===== config.mk =====
export PLATFORM = sky130hd
export DESIGN_NAME = ram_arbiter
export DESIGN_NICKNAME = d
export VERILOG_FILES = /design/src/rtl/ram_arbiter.sv
export SDC_FILE = /design/constraint.sdc
export NUM_CORES = 1
export LEC_CHECK = 0
export CORE_UTILIZATION = 38
export DETAILED_ROUTE_END_ITERATION = 7
export PLACE_DENSITY = 0.76
export SYNTH_ARGS = -nofsm -noshare
export SYNTH_HDL_FRONTEND = slang
export SYNTH_SLANG_ARGS = --single-unit
export TNS_END_PERCENT = 30

===== constraint.sdc =====
create_clock -name clock -period 2.01 [get_ports clock]
set_clock_uncertainty 0.1 [all_clocks]
set_input_delay 0.402 -clock clock [delete_from_list [all_inputs] [get_ports clock]]
set_output_delay 0.402 -clock clock [all_outputs]
set_load 0.1 [all_outputs]

===== src/rtl/ram_arbiter.sv =====
// ram_arbiter: shares a single-port 4096x4 synchronous RAM between the CPU
// datapath and a DMA/loader port. The capture stage registers one command
// per cycle onto the RAM pins. The return stage routes the read data back to
// whichever requester issued the read. CPU has priority. A starvation
// counter hands contention to DMA once it has lost MAX_WAIT times.
module ram_arbiter #(
  parameter int MAX_WAIT = 4
) (
  input  logic        clock,
  input  logic        reset,
  input  logic        cpu_req,
  input  logic        cpu_we,
  input  logic [11:0] cpu_addr,
  input  logic [3:0]  cpu_wdata,
  output logic        cpu_gnt,
  output logic        cpu_rvalid,
  output logic [3:0]  cpu_rdata,
  input  logic        dma_req,
  input  logic        dma_we,
  input  logic [11:0] dma_addr,
  input  logic [3:0]  dma_wdata,
  output logic        dma_gnt,
  output logic        dma_rvalid,
  output logic [3:0]  dma_rdata,
  output logic        ram_cs,
  output logic        ram_we,
  output logic [11:0] ram_addr,
  output logic [3:0]  ram_wdata,
  input  logic [3:0]  ram_rdata,
  output logic [7:0]  dma_wait_cnt
);

  logic cpu_elig, dma_elig;
  logic cpu_win, dma_win;
  logic rd_pend;   // a read was on the RAM pins last cycle
  logic rd_dma;    // ...and it belongs to the DMA port

  // A requester sitting in its gnt cycle still shows req (it must hold the
  // command through gnt), so it is masked out to avoid a double issue.
  assign cpu_elig = cpu_req & ~cpu_gnt;
  assign dma_elig = dma_req & ~dma_gnt;

  assign dma_win = dma_elig & (~cpu_elig | (dma_wait_cnt >= 8'(MAX_WAIT)));
  assign cpu_win = cpu_elig & ~dma_win;

  // Capture stage: register the winner's command onto the RAM pins.
  // Address and write data hold through idle cycles.
  always_ff @(posedge clock or negedge reset) begin
    if (!reset) begin
      cpu_gnt   <= 1'b0;
      dma_gnt   <= 1'b0;
      ram_cs    <= 1'b0;
      ram_we    <= 1'b0;
      ram_addr  <= '0;
      ram_wdata <= '0;
    end else begin
      cpu_gnt <= cpu_win;
      dma_gnt <= dma_win;
      ram_cs  <= cpu_win | dma_win;
      if (dma_win) begin
        ram_we    <= dma_we;
        ram_addr  <= dma_addr;
        ram_wdata <= dma_wdata;
      end else if (cpu_win) begin
        ram_we    <= cpu_we;
        ram_addr  <= cpu_addr;
        ram_wdata <= cpu_wdata;
      end else begin
        ram_we <= 1'b0;
      end
    end
  end

  // Starvation counter: clears when DMA is served, counts its lost contentions.
  always_ff @(posedge clock or negedge reset) begin
    if (!reset)
      dma_wait_cnt <= '0;
    else if (dma_win)
      dma_wait_cnt <= '0;
    else if (dma_elig && dma_wait_cnt != 8'hFF)
      dma_wait_cnt <= dma_wait_cnt + 8'd1;
  end

  // Return stage: tag the read on the RAM pins, then steer the RAM output
  // to the tagged requester one cycle later. Reset drops any tag in flight.
  always_ff @(posedge clock or negedge reset) begin
    if (!reset) begin
      rd_pend    <= 1'b0;
      rd_dma     <= 1'b0;
      cpu_rvalid <= 1'b0;
      dma_rvalid <= 1'b0;
      cpu_rdata  <= '0;
      dma_rdata  <= '0;
    end else begin
      rd_pend    <= ram_cs & ~ram_we;
      rd_dma     <= dma_gnt;
      cpu_rvalid <= rd_pend & ~rd_dma;
      dma_rvalid <= rd_pend & rd_dma;
      if (rd_pend && !rd_dma) cpu_rdata <= ram_rdata;
      if (rd_pend && rd_dma)  dma_rdata <= ram_rdata;
    end
  end

endmodule


* Yosys cells after proc, flatten, opt, wreduce, memory -nomap -nowiden *
Index checks and enable logic that the tools add are counted.

storage, ports and cells
  word-level logic and storage cells = 45
  register bits after elaboration = 40
  input bits = 42

operators by class
  multiplexer cells = 8
  add/sub/neg operators = 1
  eq/ne operators = 1
  bitwise operators = 15
  magnitude comparators = 1
  reduce and logical (&&, ||, !) cells = 6

operator list
  operator                                              number
  two-way mux 12 bit                                    2
  two-way mux 8 bit                                     2
  adder 8 x 1 -> 8 bit (second input constant)          1
  >= comparator 8 x 3 -> 1 bit (second input constant)  1
  two-way mux 4 bit                                     2
  inequality test 8 bit (second input constant)         1
  AND 1 bit                                             7
  inverter 1 bit                                        6
  nonzero test 2 bit                                    2
  logical AND 1 bit                                     3
  two-way mux 1 bit                                     2
  OR 1 bit                                              2
  zero test 1 bit                                       1

* Depth between registers and ports, before layout *
Gate-level depths: netlist of run 1.

  depth in word-level cells = 9
  gate-level depth with buffers = 6
  mapped depth without buffers = 4

* Worst setup path before layout of run 1 *
OpenSTA, ideal clock, no wires.

  path kind = flip-flop to flip-flop
  from = register dma_wait_cnt[7]
  to = register ram_we
  slack = -0.456 ns
  data arrival time = 2.241 ns
  buffers on the path = 1
  stages on the path, launching flop included = 5
  library setup time = 0.125 ns
  cells stage by stage = dfrtp_1 or4_1 o41ai_2 buf_6 mux2_2

between the ends
  cells in the longest elaborated chain, start to end = 7

ends and longest elaborated chain
  element                         line  source
  start: declaration              30    output logic [7:0] dma_wait_cnt
  start signal: assignment        81    dma_wait_cnt <= dma_wait_cnt + 8'd1;
  >= comparator 8 x 3 -> 1 bit *  43    assign dma_win = dma_elig & (~cpu_elig | (dma_wait_cnt >= 8'(MAX_WAIT)));
  OR 1 bit *                      43
  AND 1 bit *                     43
  inverter 1 bit                  44    assign cpu_win = cpu_elig & ~dma_win;
  AND 1 bit                       44
  two-way mux 1 bit               64    end else if (cpu_win) begin
  two-way mux 1 bit *             60    if (dma_win) begin
  end signal: assignment          61    ram_we <= dma_we;
  end signal: assignment          65    ram_we <= cpu_we;
  end: declaration                26    output logic ram_we,

Every way passes the cells marked *; elsewhere a longest branch is shown, timed or not.
A chain may end at the register's enable or synchronous reset.

* Final worst setup path of run 1 *
  from = register dma_wait_cnt[3]
  to = register ram_wdata[1]

between the ends
  cells in the longest elaborated chain, start to end = 6
  elaborated cells on any way between the ends = 7
  classes of those cells = order compare (1); mux (1); bitwise (4); reduce/logical (1)

ends and longest elaborated chain
  element                              line  source
  >= comparator 8 x 3 -> 1 bit *       43
  OR 1 bit *                           43
  AND 1 bit *                          43
  inverter 1 bit                       44
  AND 1 bit                            44
  nonzero test 2 bit (no source line)  n/a
  end signal: assignment               63    ram_wdata <= dma_wdata;
  end signal: assignment               67    ram_wdata <= cpu_wdata;
  end: declaration                     28    output logic [3:0] ram_wdata,

Marks and branches as above.

==> impl_metrics.toml, run 1 <==
[status]
status = "finished clean"

[setup_path]
r2r_slack_ps = 80
crit_slowest_cell = "or4_4"
worst_setup_path_end_kind = "flop"
r2r_end = "ram_wdata[1]$_DFFE_PN0P_"
reg2reg_from = "dma_wait_cnt[3]$_DFFE_PN0P_"
crit_path_frequent_cell = "buf_6"
crit_path_max_incr_delay_ps = 510
critPathRequiredTime_ps = 2130
crit_arrival_ps = 2050
critPathLaunch = "dma_wait_cnt[3]$_DFFE_PN0P_"
cp-start-kind = "flop"
cp_cell_sequence = "or4_4, o41ai_4, buf_6, buf_6, mux2i_1"
r2r_cells = 5
crit_fanout = 6
critPathKind = "reg -> reg"

[power]
leakage_nw = 1.517
p_total_mw = 3.695
switching_power_mw = 1.826
swShare_pct = 49.42
power_density_nw_per_um2 = 1214
combPwrFrac_pct = 53.0
clock_power_share_pct = 17.7
p_int_mw = 1.869
irDropWorstVdd_mv = 0.8458
p_seq_share_pct = 29.3

[clock_network]
clk_path_buf_depth = 2
cts_tree = "yes"
h-tree-depth = 2
clk_pin_slew_ps = 80
cts_buffers = 5
clk_latency_ps = 300
root_buffer = "clkbuf_8"
numClockSinks = 40

[detailed_routing]
drt_iter0_drc = 80
via_count = 1607
ant_nets = 0
drcViolationCount = 0
routedWlPerCell_um = 14.08
firstDrtPassIters = 4
viasPerCell = 4.975
wl_mm = 4.547

[sta]
relSlewSlack_pct = 69.25
drv_slew = 0
setup_viol = 0
min_period_ps = 1929
clock.fmax_ghz = 0.5185
rsz0062_at_grt = "false"
period_share_pct = 95.95
final_hold_viol_count = 0
worst_slew_pin_slew_ps = 461.2

[floorplan]
die_h_um = 72.33
die_w_um = 72.33
core-area_um2 = 4755
dieArea_um2 = 5231
ios = 80
row_count = 25
start_util_pct = 39.53

[final_layout]
syn2layout_area_growth_pct = 61.98
final_cell_mix = "clkdlybuf4s50_1 (40), buf_4 (37), dfrtp_1 (35), inv_1 (20), a31oi_1 (17)"
diodes = 0
stdcell_count = 323
nFillCells = 409
drive_gt1_share_pct = 32.81
layout_commonest_cell = "clkdlybuf4s50_1"
fin_nets = 299

[flow_run]
cap_violations = 0

[global_route]
grt_pass1_vias = 1586
grtUsageTotal_pct = 19.35
overflow = 0
grt_pass1_wl_mm = 7.652
grt_max_degree = 22
antenna_found_initial = 0

[placed_design]
dp_cells = 312
place.gp.congestion = 0.7871
detailed_place_hpwl_mm = 3.232
io_buffers = 79

[logic_synthesis]
ys_warn_count = 0
synthFlopType = "dfrtp_1"
ys_types = 26
synth-async-reset-ratio_pct = 100.0
syn_area_um2 = 1879
synthCells = 164
synth-seq-cells = 40
synth_nets = 208
syn_avg_cell_area_um2 = 11.46
synth_seq_area_share_pct = 53.26
synth_edf_count = 0

[worst_hold_path]
hold_depth = 1
worstHoldEndpoint = "rd_pend$_DFF_PN0_"
hold_class = "reg -> reg"
min_from = "ram_we$_DFF_PN0_"
[worst max-delay path, delay by kind of cell (launching register included)]
kind / cells / cell delay [ps]
mux: 1 / 200
flops: 1 / 480
compound gates: 1 / 230
buf+inv: 2 / 330
simple gates: 1 / 510
[stage by stage]
stage / setup WS (ps) / util [%] / hold WS, ps / cell area (um^2) / setup TNS (ps)
finish: 81.38 / 64.03 / 332.2 / 3044 / 0
global placement: 1.073 / 60.21 / 281.1 / 2863 / 0
global route: 30.13 / 64.03 / 368.4 / 3044 / 0
floorplan: -130.2 / - / 6.409 / 1898 / -1038
CTS: 6.783 / 63.74 / 335.7 / 3030 / 0
detailed placement: -75.49 / 60.21 / 283.9 / 2863 / -581.7
[flip-flops by register name, summed over array words and instances, names as in the netlist]
signal	cells
rd_dma	1
cpu_rdata	4
dma_rvalid	1
dma_gnt	1
ram_addr	12
cpu_gnt	1
ram_wdata	4
dma_wait_cnt	8
cpu_rvalid	1
ram_cs	1
dma_rdata	4
rd_pend	1
ram_we	1
[metal layers]
layer  wire (um)  vias to the layer above  share of wire [%]  GRT usage [%]
met5           0                        -                  0              0
met4          51                        0                1.1          6.536
met3         257                        7                5.7          5.556
met2        2186                       58                 48          30.84
met1        2051                      780                 45          25.34
li1            -                      762                  -              -
[synth_stat cells, drive strengths merged, types with 2 or more instances]
cell	n	area share, %
clkbuf	8	1.6
mux2i	16	8.5
inv	21	4.2
a21oi	4	1.1
buf	2	1.7
and3b	16	7.5
nor2b	3	1.0
nand2b	2	0.67
nand4	3	1.0
nor2	7	1.4
dfrtp	40	53
ha	2	1.3
a2bb2oi	2	0.93
nand2	2	0.40
o211ai	2	0.80
a41oi	2	0.93
mux2	9	5.4
a31oi	17	5.7
[final cells by class]
cell class | instances | area [um^2] | area share [%]
clock buffer | 5 | 68.82 | 2.261
clock inverter | 3 | 42.54 | 1.397
inverter | 21 | 81.33 | 2.672
multi-input combinational | 93 | 772.0 | 25.36
sequential | 40 | 1012 | 33.25
tap | 67 | 83.83 | 2.754
timing repair buffer | 94 | 983.4 | 32.31
[power groups by stage]
stage / logic [mW] / registers (mW) / clock network (mW)
6_report: 1.96 / 1.08 / 0.655
5_1_grt: 2.03 / 1.11 / 0.703
4_1_cts: 1.96 / 1.09 / 0.668
3_5_place_dp: 1.93 / 1.10 / 0
3_3_place_gp: 1.91 / 1.10 / 0
2_1_floorplan: 0.293 / 2.20 / 0
[cells by family after synthesis]
logic type                 after synthesis  synth area share [%]
muxes                                   25                 13.91
and+or+nand+nor                         38                 13.78
buffers and inverters                   31                 7.456
adders and majority gates                2                 1.331
AOI/OAI and AO/OA                       28                 10.25
DFF                                     40                 53.26
[worst max-delay path by stage]
stage / end / slack, ps / cells past startpoint
global route: ram_addr[1]$_DFFE_PN0P_ / 30 / 5
finish: ram_wdata[1]$_DFFE_PN0P_ / 80 / 5
CTS: ram_wdata[1]$_DFFE_PN0P_ / 7 / 5
floorplan: ram_we$_DFF_PN0_ / -130 / 4
detailed placement: ram_wdata[1]$_DFFE_PN0P_ / -80 / 5
global placement: ram_wdata[2]$_DFFE_PN0P_ / 1 / 5
[timing repair]
action / in CTS / in global routing
setup buffers: 1 / 0
hold buffers: 1 / 0
endpoints found under the hold margin: 20 / 0
endpoints found under the setup margin: 7 / 20
gates cloned: 1 / 0
resized for setup: 4 / 5
pin swaps: 2 / 1
(Power assumes the default switching activity.)
==> inputs of run 2 (changes only) <==
--- a/config.mk
+++ b/config.mk
@@ -5,9 +5,11 @@
 export SDC_FILE = /design/constraint.sdc
 export NUM_CORES = 1
 export LEC_CHECK = 0
-export CORE_UTILIZATION = 38
+export CORE_MARGIN = 8
+export CORE_UTILIZATION = 39
+export CTS_BUF_LIST = sky130_fd_sc_hd__clkbuf_4
 export DETAILED_ROUTE_END_ITERATION = 7
-export PLACE_DENSITY = 0.76
+export PLACE_DENSITY = 0.77
 export SYNTH_ARGS = -nofsm -noshare
 export SYNTH_HDL_FRONTEND = slang
 export SYNTH_SLANG_ARGS = --single-unit
==> run 2 against run 1 <==
Against the previous run:
- global-route usage is 5.8 points lower
- hold slack better by 61 ps
- first-iteration DRC count is 8.8% higher
- die area is 39% higher
- register-to-register slack worse by 60 ps
- combinational power hardly changed
- maximum frequency is 3.1% lower
- critical path depth is 1 lower
- critical endpoint is now ram_we$_DFF_PN0_
- largest cell class is now non-clock buffers
==> impl_metrics.toml, run 2 (synthesis results as in run 1) <==
[sta]
rsz0062_at_grt = "true"
worst_slew_pin_slew_ps = 493.5
hold_ws_ps = 393.2
period_share_pct = 98.99
relSlewSlack_pct = 67.10
final_hold_viol_count = 0
setup_viol = 0
drv_slew = 0
clock.fmax_ghz = 0.5026
min_period_ps = 1990
tns_ps = 0

[floorplan]
die_h_um = 85.42
core-area_um2 = 4692
start_util_pct = 40.05
die_w_um = 85.42
dieArea_um2 = 7296
ios = 80
row_count = 25

[final_layout]
final_cell_mix = "clkdlybuf4s50_1 (40), buf_4 (38), dfrtp_1 (35), inv_1 (20), a31oi_1 (17)"
fin_nets = 304
largestRegisters = "ram_addr x12, dma_wait_cnt x8"
stdcell_count = 315
syn2layout_area_growth_pct = 61.85
largest_reg_flops = 12
regMostFlops = "ram_addr"
drive_gt1_share_pct = 32.18
layout_commonest_cell = "clkdlybuf4s50_1"
diodes = 0

[placed_design]
io_buffers = 79
detailed_place_hpwl_mm = 3.778
place.gp.congestion = 0.7920
dp_cells = 299

[setup_path]
path_buf_inv = 1
crit_slowest_cell = "or4_4"
crit_path_max_incr_delay_ps = 500
worst_setup_path_end_kind = "flop"
cp_cell_sequence = "or4_4, o41ai_4, buf_4, mux2_4"
critPathKind = "reg -> reg"
path_delay_family = "simple AND/OR/NAND/NOR gates"
crit_arrival_ps = 2130
critPathRequiredTime_ps = 2150
cp-start-kind = "flop"
crit_fanout = 2

[flow_run]
cap_violations = 0

[detailed_routing]
drcViolationCount = 0
drt_iter0_drc = 87
wl_mm = 5.093
via_count = 1628
viasPerCell = 5.168
routedWlPerCell_um = 16.17
ant_nets = 0
firstDrtPassIters = 4

[power]
p_total_mw = 3.607
power_density_nw_per_um2 = 1186
leakage_nw = 1.535
irDropWorstVdd_mv = 0.7270

[clock_network]
h-tree-depth = 2
cts_tree = "yes"
root_buffer = "clkbuf_4"
clk_pin_slew_ps = 120
clk_latency_ps = 340
clk_path_buf_depth = 2
numClockSinks = 40
cts_buffers = 5

[worst_hold_path]
hold_class = "reg -> reg"

[global_route]
grt_pass1_vias = 1669
grtUsageTotal_pct = 13.58
grt_pass1_wl_mm = 8.093
grt_max_degree = 23
overflow = 0
antenna_found_initial = 0

[status]
status = "finished clean"
[run 2: changes by cell type in the layout (fill, tap and decap cells not counted), sizes merged]
| cell | previous run | this run |
|---|---|---|
| buf | 53 | 58 |
[run 2: final timing paths]
kind                                             start                       end  slack, ps  cells after the start
max                        dma_wait_cnt[3]$_DFFE_PN0P_          ram_we$_DFF_PN0_         20                      4
min                                   ram_we$_DFF_PN0_         rd_pend$_DFF_PN0_        390                      1
max reg2reg                dma_wait_cnt[3]$_DFFE_PN0P_          ram_we$_DFF_PN0_         20                      4
min reg2reg                           ram_we$_DFF_PN0_         rd_pend$_DFF_PN0_        390                      1
max in group asynchronous                        reset  dma_rdata[2]$_DFFE_PN0P_        840                      3
min in group asynchronous                        reset  ram_wdata[3]$_DFFE_PN0P_        450                      2
[run 2: layout make-up]
type | instances | area (um^2)
fillers | 366 | 1650
repair buffers | 99 | 1046
flip-flops and latches | 40 | 1012
multi-input cells | 93 | 757.0
inverters | 21 | 78.83
well taps | 54 | 67.56
clock inverters | 3 | 42.54
clock buffers | 5 | 37.54
[run 2: routing by layer]
layer	up-vias	share of wire, %	routed length, um	GRT usage, %
met4	0	0.90	46	2.866
met1	776	43	2168	16.34
met5	-	0	0	0
li1	775	-	-	-
met3	6	7.0	357	4.151
met2	71	49	2520	23.13
[run 2: timing repair]
item,in CTS,in global routing
cloned,0,0
setup endpoints to repair,5,3
pin swaps,0,2
setup buffers,4,3
endpoints found under the hold margin,20,0
hold buffers,1,0
resized for setup,1,3
[run 2: through the flow]
step	setup WS [ps]	cell area [um^2]	utilization [%]
floorplan	-130.2	1898	-
global placement	4.766	2872	61.20
detailed placement	-44.66	2872	61.20
CTS	32.25	3008	64.11
global route	-44.92	3042	64.83
finish	20.22	3042	64.83
[run 2: where the power goes]
part / total, mW / internal, mW / switching (mW) / leakage [nW]
combinational: 1.99 / 0.563 / 1.43 / 1.00
clock: 0.535 / 0.259 / 0.275 / 0.0412
sequential: 1.08 / 0.962 / 0.120 / 0.493
total: 3.61 / 1.78 / 1.82 / 1.54
[run 2: worst reg2reg max path, cell delays in order (launching register included)]
cell,delay (ps)
dfrtp_4,490
or4_4,500
o41ai_4,330
buf_4,180
mux2_4,290
==> inputs of run 3 (changes only) <==
--- a/config.mk
+++ b/config.mk
@@ -10,6 +10,7 @@
 export CTS_BUF_LIST = sky130_fd_sc_hd__clkbuf_4
 export DETAILED_ROUTE_END_ITERATION = 7
 export PLACE_DENSITY = 0.77
+export SKIP_CTS_REPAIR_TIMING = 1
 export SYNTH_ARGS = -nofsm -noshare
 export SYNTH_HDL_FRONTEND = slang
 export SYNTH_SLANG_ARGS = --single-unit
==> run 3 against run 2 <==
Against the previous run:
- first-iteration DRC count down 15%
- via count decreased by 1.5%
- register-to-register slack gained 60 ps
- sequential share of layout area rose by 0.17 points
- critical path type unchanged
- largest cell class unchanged
==> impl_metrics.toml, run 3 (synthesis results as in run 1) <==
[status]
status = "finished clean"

[clock_network]
clk_path_buf_depth = 2
clk_pin_slew_ps = 120
numClockSinks = 40
h-tree-depth = 2
clk_latency_ps = 340
cts_buffers = 5
root_buffer = "clkbuf_4"
cts_tree = "yes"

[power]
power_density_nw_per_um2 = 1190
irDropWorstVdd_mv = 0.7269
leakage_nw = 1.525

[flow_run]
cap_violations = 0

[setup_path]
worst_setup_path_end_kind = "flop"
critPathRequiredTime_ps = 2150
crit_fanout = 5
critPathKind = "reg -> reg"
crit_arrival_ps = 2060
cp-start-kind = "flop"

[floorplan]
core-area_um2 = 4692
die_h_um = 85.42
ios = 80
start_util_pct = 40.05
die_w_um = 85.42
dieArea_um2 = 7296
row_count = 25

[sta]
drv_slew = 0
period_share_pct = 95.82
worst_slew_pin_slew_ps = 488.4
hold_ws_ps = 393.1
setup_ws_ps = 83.93
clock.fmax_ghz = 0.5192
rsz0062_at_grt = "false"
setup_viol = 0
final_hold_viol_count = 0
tns_ps = 0
relSlewSlack_pct = 67.44
min_period_ps = 1926

[detailed_routing]
drcViolationCount = 0
firstDrtPassIters = 4
ant_nets = 0
wl_mm = 5.034
routedWlPerCell_um = 16.03
via_count = 1603
drt_iter0_drc = 74
viasPerCell = 5.105

[placed_design]
dpl_worst_slack_ps = -44.66
detailed_place_hpwl_mm = 3.778
place.gp.congestion = 0.7920
io_buffers = 79
placed_cell_area_um2 = 2872

[global_route]
grtUsageTotal_pct = 13.54
grt_pass1_vias = 1659
grt_max_degree = 23
grt_pass1_wl_mm = 8.066
overflow = 0
antenna_found_initial = 0

[worst_hold_path]
hold_class = "reg -> reg"

[final_layout]
fin_util_pct = 64.51
diodes = 0
layout_commonest_cell = "clkdlybuf4s50_1"
drive_gt1_share_pct = 31.92
syn2layout_area_growth_pct = 61.05
largest_reg_flops = 12
fin_nets = 303
nFillCells = 371
regMostFlops = "ram_addr"
fin_area_um2 = 3027
final_cell_mix = "clkdlybuf4s50_1 (40), buf_4 (39), dfrtp_1 (35), inv_1 (20), a31oi_1 (17)"
largestRegisters = "ram_addr x12, dma_wait_cnt x8"
-- run 3: cell count changes in the layout (fill, tap and decap cells not counted), sizes merged --
cell and delta:
buf -1
-- run 3: worst max-delay path: stages, from the launching register on --
cell     delay (ps)
dfrtp_2         470
or4_4           540
o41ai_4         250
buf_4           180
mux2_4          280
-- run 3: final cells by class --
class	count	area [um^2]	share of cell area (%)
Clock inverter	3	42.54	1.406
Timing Repair Buffer	98	1031	34.06
Multi-Input combinational cell	93	757.0	25.01
Clock buffer	5	37.54	1.240
Sequential cell	40	1012	33.44
Inverter	21	78.83	2.604
Tap cell	54	67.56	2.232
-- run 3: report_power, final --
| part | internal, mW | switching, mW |
|---|---|---|
| Sequential | 0.962 | 0.119 |
| Combinational | 0.566 | 1.43 |
| Clock | 0.259 | 0.267 |
-- run 3: worst paths after layout --
| path | from | cells past startpoint | slack [ps] | end |
|---|---|---|---|---|
| max in group asynchronous | reset | 3 | 830 | cpu_gnt$_DFF_PN0_ |
| setup reg to reg | dma_wait_cnt[5]$_DFFE_PN0P_ | 4 | 80 | ram_we$_DFF_PN0_ |
| hold / removal | ram_we$_DFF_PN0_ | 1 | 390 | rd_pend$_DFF_PN0_ |
| setup / recovery | dma_wait_cnt[5]$_DFFE_PN0P_ | 4 | 80 | ram_we$_DFF_PN0_ |
| min in group asynchronous | reset | 2 | 450 | ram_wdata[0]$_DFFE_PN0P_ |
| hold reg to reg | ram_we$_DFF_PN0_ | 1 | 390 | rd_pend$_DFF_PN0_ |
-- run 3: metal layers --
metal / track usage [%] / routed length, um
met1: 16.10 / 2164
met2: 23.20 / 2538
met3: 4.151 / 315
met4: 3.025 / 15
met5: 0 / 0
-- run 3: per-stage QoR --
| step | std cells | power [mW] |
|---|---|---|
| final | 314 | 3.602 |
| after global routing | 314 | 3.733 |
| after detailed placement | 299 | 3.068 |
| after global placement | 299 | 3.049 |
| after floorplan | 164 | 2.492 |
| after CTS | 307 | 3.596 |
